[src/rtl/hyperbus_pkg.sv]
// Shared types and default sizing for the HyperBus read controller.
// Used by hyperbus_read_ctrl (optional timeout: HYPERBUS_READ_TIMEOUT_EN).
package hyperbus_pkg;

  localparam int unsigned HB_LEN_W     = 16;
  localparam int unsigned HB_TO_W      = 8;
  localparam int unsigned HB_FLUSH_CYC = 8;

  typedef enum logic [1:0] {
    IDLE  = 2'd0,
    RECV  = 2'd1,
    FLUSH = 2'd2
  } hb_state_e;

endpackage

[src/rtl/hyperbus_read_ctrl.sv]
// HyperBus read-burst controller: forwards CDC FIFO words to the requester and drains the FIFO on abort.
// Define HYPERBUS_READ_TIMEOUT_EN to let an idle-word timeout end a burst the same way an abort does.
module hyperbus_read_ctrl
  import hyperbus_pkg::*;
#(
  parameter int unsigned LEN_W     = HB_LEN_W,
  parameter int unsigned TO_W      = HB_TO_W,
  parameter int unsigned FLUSH_CYC = HB_FLUSH_CYC
) (
  input  logic             clk0,
  input  logic             rst_ni,
  input  logic             req_valid_i,
  output logic             req_ready_o,
  input  logic [LEN_W-1:0] req_len_i,
  input  logic [TO_W-1:0]  cfg_timeout_i,
  output logic             read_clk_en_o,
  input  logic             rx_valid_i,
  input  logic [15:0]      rx_data_i,
  output logic             rx_ready_o,
  output logic             out_valid_o,
  output logic [15:0]      out_data_o,
  output logic             out_last_o,
  input  logic             out_ready_i,
  input  logic             abort_i,
  output logic             done_o,
  output logic             error_o
);

  hb_state_e        state_q, state_d;
  logic [LEN_W-1:0] remaining_q, remaining_d;
  logic [TO_W-1:0]  flush_cnt_q, flush_cnt_d;
  logic             done_q, done_d;
  logic             error_q, error_d;

  logic timeout_hit;
  logic early_exit;
  logic in_recv;
  logic xfer;

  assign in_recv    = (state_q == RECV);
  assign early_exit = in_recv && (abort_i || timeout_hit);
  // An early exit wins over a word offered in the same cycle: that word stays in the FIFO.
  assign xfer       = in_recv && !early_exit && rx_valid_i && out_ready_i;

`ifdef HYPERBUS_READ_TIMEOUT_EN
  logic [TO_W-1:0] idle_cnt_q, idle_cnt_d;

  assign timeout_hit = (cfg_timeout_i != '0) && (idle_cnt_q == cfg_timeout_i);

  always_comb begin
    idle_cnt_d = idle_cnt_q;
    if ((state_q == IDLE) && req_valid_i && (req_len_i != '0)) begin
      idle_cnt_d = '0;
    end else if (in_recv) begin
      if (xfer) begin
        idle_cnt_d = '0;
      end else if (idle_cnt_q != '1) begin
        idle_cnt_d = idle_cnt_q + TO_W'(1);
      end
    end
  end

  always_ff @(posedge clk0 or negedge rst_ni) begin
    if (!rst_ni) begin
      idle_cnt_q <= '0;
    end else begin
      idle_cnt_q <= idle_cnt_d;
    end
  end
`else
  logic unused_cfg_timeout;

  assign timeout_hit        = 1'b0;
  assign unused_cfg_timeout = ^cfg_timeout_i;
`endif

  // State register and the registered done/error pulses.
  always_ff @(posedge clk0 or negedge rst_ni) begin
    if (!rst_ni) begin
      state_q     <= IDLE;
      remaining_q <= '0;
      flush_cnt_q <= '0;
      done_q      <= 1'b0;
      error_q     <= 1'b0;
    end else begin
      // NOTE: non-blocking assignments so every register samples the pre-edge values.
      state_q     <= state_d;
      remaining_q <= remaining_d;
      flush_cnt_q <= flush_cnt_d;
      done_q      <= done_d;
      error_q     <= error_d;
    end
  end

  // Next-state and counter update.
  always_comb begin
    // NOTE: defaults first so no path through the case leaves a signal unassigned (no latches).
    state_d     = state_q;
    remaining_d = remaining_q;
    flush_cnt_d = flush_cnt_q;
    done_d      = 1'b0;
    error_d     = 1'b0;
    unique case (state_q)
      IDLE: begin
        if (req_valid_i) begin
          if (req_len_i != '0) begin
            remaining_d = req_len_i;
            state_d     = RECV;
          end else begin
            done_d = 1'b1;
          end
        end
      end
      RECV: begin
        if (early_exit) begin
          flush_cnt_d = '0;
          state_d     = FLUSH;
        end else if (xfer && (remaining_q != '0)) begin
          remaining_d = remaining_q - LEN_W'(1);
          if (remaining_q == LEN_W'(1)) begin
            state_d = IDLE;
            done_d  = 1'b1;
          end
        end
      end
      FLUSH: begin
        if (flush_cnt_q >= TO_W'(FLUSH_CYC - 1)) begin
          flush_cnt_d = '0;
          state_d     = IDLE;
          done_d      = 1'b1;
          error_d     = 1'b1;
        end else begin
          flush_cnt_d = flush_cnt_q + TO_W'(1);
        end
      end
      default: state_d = IDLE;
    endcase
  end

  // Outputs: zero-latency pass-through while receiving, FIFO drain while flushing.
  always_comb begin
    req_ready_o   = 1'b0;
    read_clk_en_o = 1'b0;
    rx_ready_o    = 1'b0;
    out_valid_o   = 1'b0;
    out_data_o    = '0;
    out_last_o    = 1'b0;
    // NOTE: the request handshake stays closed while reset is held, even though the state already reads IDLE.
    if (rst_ni) begin
      unique case (state_q)
        IDLE: req_ready_o = 1'b1;
        RECV: begin
          read_clk_en_o = 1'b1;
          out_valid_o   = rx_valid_i && !early_exit;
          out_data_o    = rx_data_i;
          rx_ready_o    = out_ready_i && !early_exit;
          out_last_o    = rx_valid_i && !early_exit && (remaining_q == LEN_W'(1));
        end
        FLUSH: rx_ready_o = 1'b1;
        default: req_ready_o = 1'b0;
      endcase
    end
  end

  assign done_o  = done_q;
  assign error_o = error_q;

endmodule

[config.mk]
export PLATFORM = sky130hd
export DESIGN_NAME = hyperbus_read_ctrl
export DESIGN_NICKNAME = d
export VERILOG_FILES = /design/src/rtl/hyperbus_pkg.sv /design/src/rtl/hyperbus_read_ctrl.sv
export SDC_FILE = /design/constraint.sdc
export NUM_CORES = 1
export LEC_CHECK = 0
export BUFFER_PORTS_ARGS = -buffer_cell sky130_fd_sc_hd__buf_2
export CAP_MARGIN = 20
export CORE_AREA = 2 2 96 98
export CTS_BUF_LIST = sky130_fd_sc_hd__clkbuf_2
export CTS_CLUSTER_SIZE = 20
export DETAILED_ROUTE_END_ITERATION = 16
export DIE_AREA = 0 0 98 100
export SYNTH_ARGS = -nofsm -noshare
export SYNTH_HDL_FRONTEND = slang
export SYNTH_SLANG_ARGS = --single-unit
[constraint.sdc]
create_clock -name clk0 -period 2.5 [get_ports clk0]
set_input_delay 0.5 -clock clk0 [delete_from_list [all_inputs] [get_ports clk0]]
set_output_delay 0.5 -clock clk0 [all_outputs]
set_load 0.01 [all_outputs]
# == Yosys cells after proc, flatten, opt, wreduce, memory -nomap -nowiden ==
# Index checks and enable logic that the tools add are counted.
# word_totals
regBits,28
in_bits,46
out_inout_bits,23
# op_classes
add_sub_neg,2
n_lt_le_gt_ge,1
n_eq_ne,11
n_mux,35
reduce_logical,17
# op_table
cell,n
16-bit 2-to-1 mux,6
16-bit one-hot mux with 2 select lines,1
16-bit nonzero test,2
16-bit by 1-bit == test with 1-bit output (second input constant),1
1-bit 2-to-1 mux,16
8-bit 2-to-1 mux,2
8-bit one-hot mux with 2 select lines,1
16-bit by 1-bit subtractor with 16-bit output (second input constant),1
2-bit 2-to-1 mux,6
2-bit inequality test (second input constant),5
5-bit AND reduction,2
8-bit by 1-bit adder with 8-bit output (second input constant),1
8-bit by 3-bit greater-or-equal comparator with 1-bit output (second input constant),1
1-bit logical AND,8
3-bit by 2-bit inequality test with 1-bit output (second input constant),2
2-bit one-hot mux with 3 select lines,1
2-bit nonzero test,2
1-bit one-hot mux with 3 select lines,1
2-bit by 1-bit == test with 1-bit output (second input constant),1
2-bit == test (second input constant),1
2-bit logical NOT,1
2-bit by 1-bit inequality test with 1-bit output (second input constant),1
1-bit one-hot mux with 2 select lines,1
2-bit AND reduction,1
1-bit logical NOT,1

# == Logic depth before layout (Yosys ltp) ==
# Gate-level depths: netlist of run 1.
# logic_depth
ltp_word,10
mapped_depth,8

# == Worst setup path before layout of run 1 ==
# Ideal clock, no wire load.
# synth_timing
path_type,register -> output
from,register state_q[1]
to,output out_last_o
arrival_ns,1.716
required_ns,2.000
path_slack_ns,0.284
path_stages_with_launch,7
n_path_buf,1
cell_sequence,dfrtp_1 -> inv_1 -> ha_1 -> clkbuf_1 -> nor2b_1 -> and3_1 -> nor3b_1
# synth_via
elab_chain_len,7
# synth_lines
element,line_no,source
"start, declared",hyperbus_read_ctrl.sv:29,"hb_state_e state_q, state_d;"
"start signal, assigned",hyperbus_read_ctrl.sv:87,state_q <= state_d;
2-bit by 1-bit == test with 1-bit output (*),"hyperbus_read_ctrl.sv:40, hyperbus_read_ctrl.sv:150",
1-bit logical AND,hyperbus_read_ctrl.sv:41,assign early_exit = in_recv && (abort_i || timeout_hit);
1-bit logical NOT,hyperbus_read_ctrl.sv:157,out_last_o = rx_valid_i && !early_exit && (remaining_q == LEN_W'(1));
1-bit logical AND (2 in series),hyperbus_read_ctrl.sv:157,
1-bit 2-to-1 mux (*),hyperbus_read_ctrl.sv:150,unique case (state_q)
1-bit 2-to-1 mux (*),hyperbus_read_ctrl.sv:149,if (rst_ni) begin
"end, declared",hyperbus_read_ctrl.sv:22,"output logic out_last_o,"
# Mark *: on every way between the ends. The rest lies on a longest branch, timed or not.

# == Worst setup path in the final report of run 1 ==
# layout_timing
from,register remaining_q[10]
to,output out_last_o
# layout_via
elab_chain_len,4
# layout_lines
element,line_no,source
"start, declared",hyperbus_read_ctrl.sv:30,"logic [LEN_W-1:0] remaining_q, remaining_d;"
"start signal, assigned",hyperbus_read_ctrl.sv:88,remaining_q <= remaining_d;
16-bit by 1-bit == test with 1-bit output,hyperbus_read_ctrl.sv:157,
1-bit logical AND,hyperbus_read_ctrl.sv:157,
1-bit 2-to-1 mux,hyperbus_read_ctrl.sv:150,
1-bit 2-to-1 mux,hyperbus_read_ctrl.sv:149,
# No other way between the ends.

==> results of run 1 <==
## flip-flops by register name, summed over array words and instances (netlist names)
register,count
remaining_q,16
error_o,1
flush_cnt_q,8
done_o,1
state_q,2
## worst min-delay path by stage
stage,start,end,slack (ns),cells past startpoint
6_report,rst_ni,remaining_q[13],0.10,2
5_1_grt,rst_ni,remaining_q[13],0.10,2
4_1_cts,rst_ni,remaining_q[13],0.10,2
3_5_place_dp,flush_cnt_q[7],flush_cnt_q[7],0.50,2
3_3_place_gp,flush_cnt_q[7],flush_cnt_q[7],0.50,2
2_1_floorplan,rst_ni,done_o,0.20,0
## per-stage QoR
| step | instances | utilization [%] | setup WS (ns) | total power [mW] | instance area, µm² |
|---|---|---|---|---|---|
| 4_1_cts | 407 | 28.3 | 0.0100 | 2.38 | 2520 |
| 6_report | 410 | 28.7 | 0.121 | 2.43 | 2550 |
| 3_3_place_gp | 404 | 28.0 | 0.265 | 2.16 | 2490 |
| 3_5_place_dp | 404 | 28.0 | 0.243 | 2.19 | 2490 |
| 2_1_floorplan | 231 | - | 0.284 | 1.76 | 1990 |
| 5_1_grt | 410 | 28.7 | 0.0147 | 2.64 | 2550 |
## placed cells by master, fill, tap and decap left out, types with 6 or more instances in the layout
cell        n
buf_4      16
nor2_1     20
o31ai_1     6
nand3_1     8
nor4_1      6
dfrtp_1    28
a31oi_1     6
nor2b_1     7
inv_1       9
o21ai_0    12
ha_1        7
and3_1     18
nand2_1    15
a2bb2oi_1   6
buf_2      60
## layout make-up
cell class / count / area share (%)
multi-input combinational: 182 / 48.6
sequential: 28 / 27.4
timing repair buffer: 76 / 16.5
tap: 111 / 5.44
inverter: 10 / 1.47
clock buffer: 3 / 0.588
## metal layers
layer  GRT usage [%]  routed length [µm]
met5               0                   0
met4            2.14                  51
met2            19.3                2840
met1            15.7                2790
met3            2.16                 199
## cell usage after synthesis (all sizes together), types with 6 or more instances
| library cell | n |
|---|---|
| a31oi | 6 |
| inv | 10 |
| nor2b | 8 |
| a211oi | 6 |
| and3 | 18 |
| o31ai | 6 |
| clkbuf | 11 |
| nand3 | 8 |
| o21ai | 12 |
| nand2 | 15 |
| dfrtp | 28 |
| a2bb2oi | 6 |
| nor2 | 20 |
| ha | 8 |
| nor4 | 8 |
## critical path, delay by kind of cell, from the launching register on
| kind | cells | cell delay (ns) |
|---|---|---|
| buffers and inverters | 1 | 0.15 |
| AND/OR/NAND/NOR | 3 | 0.83 |
| flip-flops | 1 | 0.52 |
## where the power goes
| group | internal, mW | switching (mW) |
|---|---|---|
| Clock | 0.0325 | 0.139 |
| Combinational | 0.642 | 0.791 |
| Sequential | 0.618 | 0.208 |
## logic make-up (layout without fill, tap and decap cells)
family,Yosys count,after routing,synth area share [%]
compound gates,65,65,23.0
fa+ha+maj,8,8,5.03
buf+inv,21,89,3.96
flops,28,28,35.2
mux,4,4,2.01
simple gates,105,105,30.8
## repair_timing
item / 4_1_cts / 5_1_grt
gates resized for setup: 3 / 4
setup endpoints to repair: 1 / 6
hold buffers: 0 / 0
buffers inserted: 0 / 3
==> impl_metrics.env, run 1 <==
export IMPL_drcViolationCount=0
export IMPL_cts_tree="built"
export IMPL_start_util_pct=22.4
export IMPL_drt_iter0_markers=118
export IMPL_synthTopCellsByArea="dfrtp_1 (35%), and3_1 (5.7%), ha_1 (5.0%)"
export IMPL_wl_per_cell_um=14.4
export IMPL_slowest_delay_ns=0.52
export IMPL_slew_violations=0
export IMPL_end_kind="primary output"
export IMPL_num_antenna_cells=0
export IMPL_grt_pass1_wl_um=9280
export IMPL_async_flop_share_pct=100
export IMPL_critPathMaxFanout=5
export IMPL_status="complete, no violations"
export IMPL_critPathLaunch="remaining_q[10]"
export IMPL_antenna_found_initial=0
export IMPL_drtAntennaViolNets=0
export IMPL_cts_max_level=1
export IMPL_synthFlopType="dfrtp_1"
export IMPL_timing_rr_end="state_q[0]"
export IMPL_slew_headroom_pct=62.2
export IMPL_clock_root_buffer="clkbuf_2"
export IMPL_r2r_start="remaining_q[10]"
export IMPL_clkSinkCount=28
export IMPL_power_leakage_nw=1.21
export IMPL_synth_cell_types=45
export IMPL_hold_path_class="input pin to async pin"
export IMPL_die_area_mm2=0.00980
export IMPL_setup_viol=0
export IMPL_syn_area_mm2=0.00199
export IMPL_finalCritPeriodShare_pct=95.2
export IMPL_seq_area_frac_synth_pct=35.2
export IMPL_layout_nets=355
export IMPL_grt_max_degree=39
export IMPL_required_ns=2.00
export IMPL_clock_fmax_mhz=420
export IMPL_io_pins=69
export IMPL_grt_use_total_pct=11.5
export IMPL_synth_edff_count=0
export IMPL_finClkSkew_ns=0.0246
export IMPL_first_pass_iters=4
export IMPL_drive_gt1_share_pct=31.8
export IMPL_hold_viol_final=0
export IMPL_path_clk_slew_ns=0.29
export IMPL_clkLatencyLatePin_ns=0.38
export IMPL_gp_congestion=0.835
export IMPL_num_vias=2044
export IMPL_overflow=0
export IMPL_setup_tns_ns=0
export IMPL_core_mm2=0.00889
export IMPL_cts_made_buffers=3
export IMPL_synth_largest_area_cell="dfrtp_1"
export IMPL_ff_latch_area_um2=701
export IMPL_wirelength_um=5890
export IMPL_p_per_area_mw_per_mm2=951
export IMPL_synth_seq_cells=28
export IMPL_synthCells=231
export IMPL_path_cells="nor4_4 -> nand4_2 -> nor3b_2 -> buf_2"
export IMPL_syn_to_final_growth_pct=28.5
export IMPL_hold_ws_ns=0.105
export IMPL_core_rowCount=35
export IMPL_multi_input_area_mm2=0.00124
export IMPL_fin_crit_ns=2.38
export IMPL_synth_top_area_share_pct=35.2
export IMPL_maxCapViolCount=0
export IMPL_rr_worst_depth=5
export IMPL_fp_dieW_um=98
export IMPL_peakVddDrop_uv=428
export IMPL_syn_nets=285
export IMPL_die_h_um=100
export IMPL_rsz0062_at_grt="no"
export IMPL_viasPerCell=4.99
export IMPL_cp_slowest_cell="dfrtp_1"
export IMPL_yosysWarningCount=0
export IMPL_critical_path_arrival_ns=1.88
export IMPL_startpoint_type="register"
export IMPL_fillers=958
export IMPL_avgSynthCellArea_um2=8.61
export IMPL_hpwl_um=4440
export IMPL_worst_slew_pin_slew_ns=0.565
export IMPL_grt_pass1_vias=1928
export IMPL_clockBufferDepth=2
export IMPL_port_buffers=60
export IMPL_cp_endpoint="out_last_o"
export IMPL_r2r_setup_slack_ns=0.19
export IMPL_critPathKind="register to primary output"
Note: power is estimated with default switching activity, not from simulation.
==> inputs of run 2 (changes only) <==
--- a/config.mk
+++ b/config.mk
@@ -7,11 +7,11 @@
 export LEC_CHECK = 0
 export BUFFER_PORTS_ARGS = -buffer_cell sky130_fd_sc_hd__buf_2
 export CAP_MARGIN = 20
-export CORE_AREA = 2 2 96 98
+export CORE_AREA = 2 2 135 71
 export CTS_BUF_LIST = sky130_fd_sc_hd__clkbuf_2
 export CTS_CLUSTER_SIZE = 20
 export DETAILED_ROUTE_END_ITERATION = 16
-export DIE_AREA = 0 0 98 100
+export DIE_AREA = 0 0 137 73
 export SYNTH_ARGS = -nofsm -noshare
 export SYNTH_HDL_FRONTEND = slang
 export SYNTH_SLANG_ARGS = --single-unit
==> run 2 against run 1 <==
Routed wire length up 13%; register-to-register slack worse by 0.09 ns; die area up 2.1%; hold slack better by 0.20 ns; non-clock buffer count up 9; utilization up 0.88 points; count of clock-buffer cells in the layout unchanged; fmax down 2.7%; clock power up 75%.
==> impl_metrics.env, run 2 (synthesized netlist as in run 1, its figures left out) <==
export IMPL_drtAntennaViolNets=0
export IMPL_antenna_found_initial=0
export IMPL_gp_congestion=0.841
export IMPL_grt_use_total_pct=13.5
export IMPL_startpoint_type="register"
export IMPL_wirelength_um=6630
export IMPL_fin_ws_ns=0.0546
export IMPL_slew_violations=0
export IMPL_r2r_start="state_q[0]"
export IMPL_port_buffers=60
export IMPL_final_cell_mix="buf_2 (60), dfrtp_1 (26), buf_4 (24), nor2_1 (19), and3_1 (18)"
export IMPL_largest_reg_flops=16
export IMPL_clockBufferDepth=2
export IMPL_grt_pass1_vias=1977
export IMPL_hpwl_um=4980
export IMPL_start_util_pct=22.1
export IMPL_io_pins=69
export IMPL_worst_slew_pin_slew_ns=0.578
export IMPL_critical_path_arrival_ns=1.95
export IMPL_end_kind="primary output"
export IMPL_path_clk_slew_ns=0.31
export IMPL_layout_nets=364
export IMPL_syn_to_final_growth_pct=34.2
export IMPL_critPathLaunch="remaining_q[8]"
export IMPL_die_area_mm2=0.0100
export IMPL_overflow=0
export IMPL_cts_made_buffers=3
export IMPL_regMostFlops="remaining_q"
export IMPL_cts_max_level=1
export IMPL_finClkSkew_ns=0.0104
export IMPL_wl_per_cell_um=15.4
export IMPL_clock_root_buffer="clkbuf_2"
export IMPL_p_per_area_mw_per_mm2=1010
export IMPL_num_vias=2161
export IMPL_final_common_cell="buf_2"
export IMPL_clkSinkCount=28
export IMPL_hold_path_class="input pin to register"
export IMPL_finish_utilization_pct=29.6
export IMPL_setup_viol=0
export IMPL_core_mm2=0.00901
export IMPL_reg_largest_list="remaining_q: 16 flops, flush_cnt_q: 8 flops, state_q: 2 flops"
export IMPL_dpl_cell_count=418
export IMPL_status="complete, no violations"
export IMPL_maxCapViolCount=0
export IMPL_first_pass_iters=5
export IMPL_drt_iter0_markers=202
export IMPL_slew_headroom_pct=61.4
export IMPL_die_h_um=73
export IMPL_required_ns=2.00
export IMPL_clkLatencyLatePin_ns=0.42
export IMPL_critPathKind="register to primary output"
export IMPL_drcViolationCount=0
export IMPL_hold_ws_ns=0.309
export IMPL_critPathMaxFanout=5
export IMPL_multi_input_area_mm2=0.00124
export IMPL_final_cells=431
export IMPL_fillers=979
export IMPL_clock_fmax_mhz=409
export IMPL_drive_gt1_share_pct=33.3
export IMPL_rsz0062_at_grt="yes"
export IMPL_dp_slack_ns=0.156
export IMPL_grt_max_degree=41
export IMPL_holdCritStartpoint="req_len_i[0]"
export IMPL_ff_latch_area_um2=703
export IMPL_hold_viol_final=0
export IMPL_cts_tree="built"
export IMPL_fin_crit_ns=2.45
export IMPL_grt_pass1_wl_um=10400
export IMPL_viasPerCell=5.01
export IMPL_fp_dieW_um=137
export IMPL_finalCritPeriodShare_pct=97.8
export IMPL_peakVddDrop_uv=349
export IMPL_core_rowCount=25
export IMPL_power_leakage_nw=1.27
## run 2: power by group
group	internal (mW)	switching, mW
sequential	0.621	0.208
combinational	0.695	0.862
clock	0.137	0.163
total	1.45	1.23
## run 2: path summary, 6_finish.rpt
kind | end | slack (ns) | depth (start not counted)
worst max-delay path | out_last_o | 0.05 | 4
worst min-delay path | remaining_q[0] | 0.31 | 3
worst max register to register | remaining_q[13] | 0.10 | 9
worst min register to register | flush_cnt_q[0] | 0.55 | 1
max in group asynchronous | state_q[0] | 1.65 | 2
min in group asynchronous | remaining_q[8] | 0.34 | 2
## run 2: critical path, stage by stage, from the launching register on
cell and delay, ns:
dfrtp_1 0.50, nor4_4 0.41, nand4_4 0.18, nor3b_1 0.25, buf_2 0.18
## run 2: cell type report
class	count	share of cell area (%)
clock buffers	3	0.563
inverters	10	1.41
repair buffers	85	18.4
well taps	121	5.67
flip-flops and latches	28	26.3
clock inverters	1	1.13
diodes	1	0.0938
multi-input cells	182	46.4
## run 2: what timing repair did
item / CTS / global route
endpoints found under the hold margin: 2 / 0
setup buffers: 5 / 3
hold buffers: 1 / 0
endpoints found under the setup margin: 3 / 18
pin swaps: 2 / 0
cloned: 0 / 0
resized for setup: 3 / 3
## run 2: layer usage
layer,up-vias,share of wire [%],global-route usage (%)
met1,1017,53,20.9
met4,0,0.44,1.72
met5,-,0,0
li1,1025,-,-
met2,115,36,18.1
met3,4,9.8,4.38
## run 2: stage by stage
step	area [µm²]	TNS, ns	power [mW]
final	2670	0	2.69
after global routing	2670	-0.0724	2.89
after CTS	2630	0	2.63
after detailed placement	2530	0	2.25
after global placement	2530	0	2.22
after floorplan	1990	0	1.76
==> inputs of run 3 (changes only) <==
--- a/config.mk
+++ b/config.mk
@@ -8,7 +8,7 @@
 export BUFFER_PORTS_ARGS = -buffer_cell sky130_fd_sc_hd__buf_2
 export CAP_MARGIN = 20
 export CORE_AREA = 2 2 135 71
-export CTS_BUF_LIST = sky130_fd_sc_hd__clkbuf_2
+export CTS_BUF_LIST = sky130_fd_sc_hd__clkbuf_16
 export CTS_CLUSTER_SIZE = 20
 export DETAILED_ROUTE_END_ITERATION = 16
 export DIE_AREA = 0 0 137 73
==> run 3 against run 2 <==
Sequential power is 1% higher; cell area is 0.70% lower; count of clock-buffer cells in the layout unchanged; first-iteration DRC count increased by 5.0%; register-to-register slack gained 0.07 ns; via count shrank 3.1%; combinational power fell by 7%; sequential share of layout area rose by 0.092 points; global-route usage decreased by 0.32 points; power is 3.2% higher; fmax increased by 2.1%; critical path type unchanged; critical endpoint unchanged; highest routed layer unchanged.
==> impl_metrics.env, run 3 (synthesized netlist as in run 1, its figures left out) <==
export IMPL_hold_path_class="input pin to async pin"
export IMPL_hpwl_um=4980
export IMPL_fp_dieW_um=137
export IMPL_maxCapViolCount=0
export IMPL_port_buffers=60
export IMPL_slowest_delay_ns=0.40
export IMPL_startpoint_type="register"
export IMPL_pwr_share_seq_pct=30.2
export IMPL_status="complete, no violations"
export IMPL_critPathKind="register to primary output"
export IMPL_clockBufferDepth=2
export IMPL_cts_max_level=1
export IMPL_finalCritPeriodShare_pct=95.8
export IMPL_wl_per_cell_um=15.0
export IMPL_num_vias=2093
export IMPL_regMostFlops="remaining_q"
export IMPL_final_common_cell="buf_2"
export IMPL_finish_utilization_pct=29.4
export IMPL_slew_headroom_pct=62.1
export IMPL_grt_max_degree=41
export IMPL_p_switching_mw=1.20
export IMPL_grt_use_total_pct=13.2
export IMPL_clkLatencyLatePin_ns=0.27
export IMPL_layout_nets=356
export IMPL_wl_met2_um=2210
export IMPL_path_clk_slew_ns=0.07
export IMPL_setup_viol=0
export IMPL_path_cells="inv_1 -> ha_4 -> nor2b_1 -> and3_1 -> nor3b_1 -> buf_2"
export IMPL_top_layer="met4"
export IMPL_critical_path_buf_inv_count=2
export IMPL_antenna_found_initial=0
export IMPL_syn_to_final_growth_pct=33.3
export IMPL_required_ns=2.00
export IMPL_final_cell_mix="buf_2 (60), dfrtp_1 (28), nor2_1 (20), and3_1 (18), buf_4 (17)"
export IMPL_multi_input_area_mm2=0.00123
export IMPL_peakVddDrop_uv=352
export IMPL_drtAntennaViolNets=0
export IMPL_gp_congestion=0.841
export IMPL_critPathMaxFanout=26
export IMPL_swShare_pct=43.1
export IMPL_largest_reg_flops=16
export IMPL_grt_pass1_vias=1940
export IMPL_cp_depth=6
export IMPL_reg_largest_list="remaining_q: 16 flops, flush_cnt_q: 8 flops, state_q: 2 flops"
export IMPL_grt_pass1_wl_um=10100
export IMPL_num_antenna_cells=0
export IMPL_start_util_pct=22.1
export IMPL_ff_latch_area_um2=701
export IMPL_pwr_share_clk_pct=17.7
export IMPL_fillers=976
export IMPL_rsz0062_at_grt="no"
export IMPL_p_per_area_mw_per_mm2=1050
export IMPL_rr_worst_depth=7
export IMPL_hold_ws_ns=0.145
export IMPL_overflow=0
export IMPL_die_area_mm2=0.0100
export IMPL_drive_gt1_share_pct=30.9
export IMPL_cp_slowest_cell="dfrtp_1"
export IMPL_wirelength_um=6310
export IMPL_worst_slew_pin_slew_ns=0.567
export IMPL_clkSinkCount=28
export IMPL_drt_iter0_markers=212
export IMPL_setup_tns_ns=0
export IMPL_final_area_mm2=0.00265
export IMPL_clock_fmax_mhz=418
export IMPL_critical_path_arrival_ns=1.89
export IMPL_power_frac_comb_pct=52.1
export IMPL_viasPerCell=4.96
export IMPL_crit_family="simple AND/OR/NAND/NOR gates"
export IMPL_core_rowCount=25
export IMPL_cts_tree="built"
export IMPL_postPlaceCellArea_mm2=0.00253
export IMPL_core_mm2=0.00901
export IMPL_wl_met3_um=630
export IMPL_hold_viol_final=0
export IMPL_end_kind="primary output"
export IMPL_finClkSkew_ns=0.00609
export IMPL_drt_met1_wl_um=3410
export IMPL_slew_violations=0
export IMPL_fin_crit_ns=2.39
export IMPL_drcViolationCount=0
export IMPL_io_pins=69
export IMPL_internal_power_mw=1.58
export IMPL_first_pass_iters=4
export IMPL_die_h_um=73
export IMPL_clock_root_buffer="clkbuf_16"
export IMPL_cts_made_buffers=3
export IMPL_power_leakage_nw=1.25
[run 3: final timing paths]
check | start | to | slack, ns
min in group clk0 | flush_cnt_q[7] | flush_cnt_q[7] | 0.51
min | rst_ni | state_q[1] | 0.14
min reg2reg | flush_cnt_q[7] | flush_cnt_q[7] | 0.51
max | state_q[1] | out_last_o | 0.11
max in group asynchronous | rst_ni | flush_cnt_q[6] | 1.66
max reg2reg | remaining_q[0] | remaining_q[14] | 0.17
[run 3: routing by layer]
layer  up-vias  track usage (%)
met1       979             20.4
met2       100             17.0
met4         0             3.09
li1       1007                -
met3         7             4.44
met5         -                0
[run 3: through the flow]
step / setup WS, ns / std cells / power (mW)
floorplan: 0.284 / 231 / 1.76
global placement: 0.169 / 418 / 2.22
detailed placement: 0.156 / 418 / 2.25
CTS: 0.0969 / 422 / 2.77
global route: 0.0135 / 422 / 2.98
finish: 0.105 / 422 / 2.77
[run 3: repair_timing]
item | CTS | global route
endpoints found under the hold margin | 0 | 0
endpoints found under the setup margin | 1 | 16
pin swaps | 0 | 0
hold buffers | 0 | 0
setup buffers | 0 | 0
gates resized for setup | 1 | 1
[run 3: worst reg2reg max path: stages, from the launching register on]
cell,delay (ns)
dfrtp_1,0.44
inv_1,0.12
ha_1,0.20
or4b_2,0.67
nor2_1,0.28
nand3b_1,0.14
a211oi_1,0.26
a2bb2oi_1,0.17
[run 3: power groups by stage]
stage / Clock [mW] / Combinational, mW / Sequential (mW)
2_1_floorplan: 0 / 0.969 / 0.788
3_3_place_gp: 0 / 1.39 / 0.832
3_5_place_dp: 0 / 1.42 / 0.833
4_1_cts: 0.503 / 1.44 / 0.833
5_1_grt: 0.522 / 1.60 / 0.864
6_report: 0.490 / 1.45 / 0.838
[run 3: area by class of cell]
cell class                      instances  share of cell area, %
Inverter                               10                   1.42
Clock inverter                          1                   1.13
Sequential cell                        28                   26.4
Clock buffer                            3                   2.83
Timing Repair Buffer                   77                   16.1
Tap cell                              121                   5.71
Multi-Input combinational cell        182                   46.3
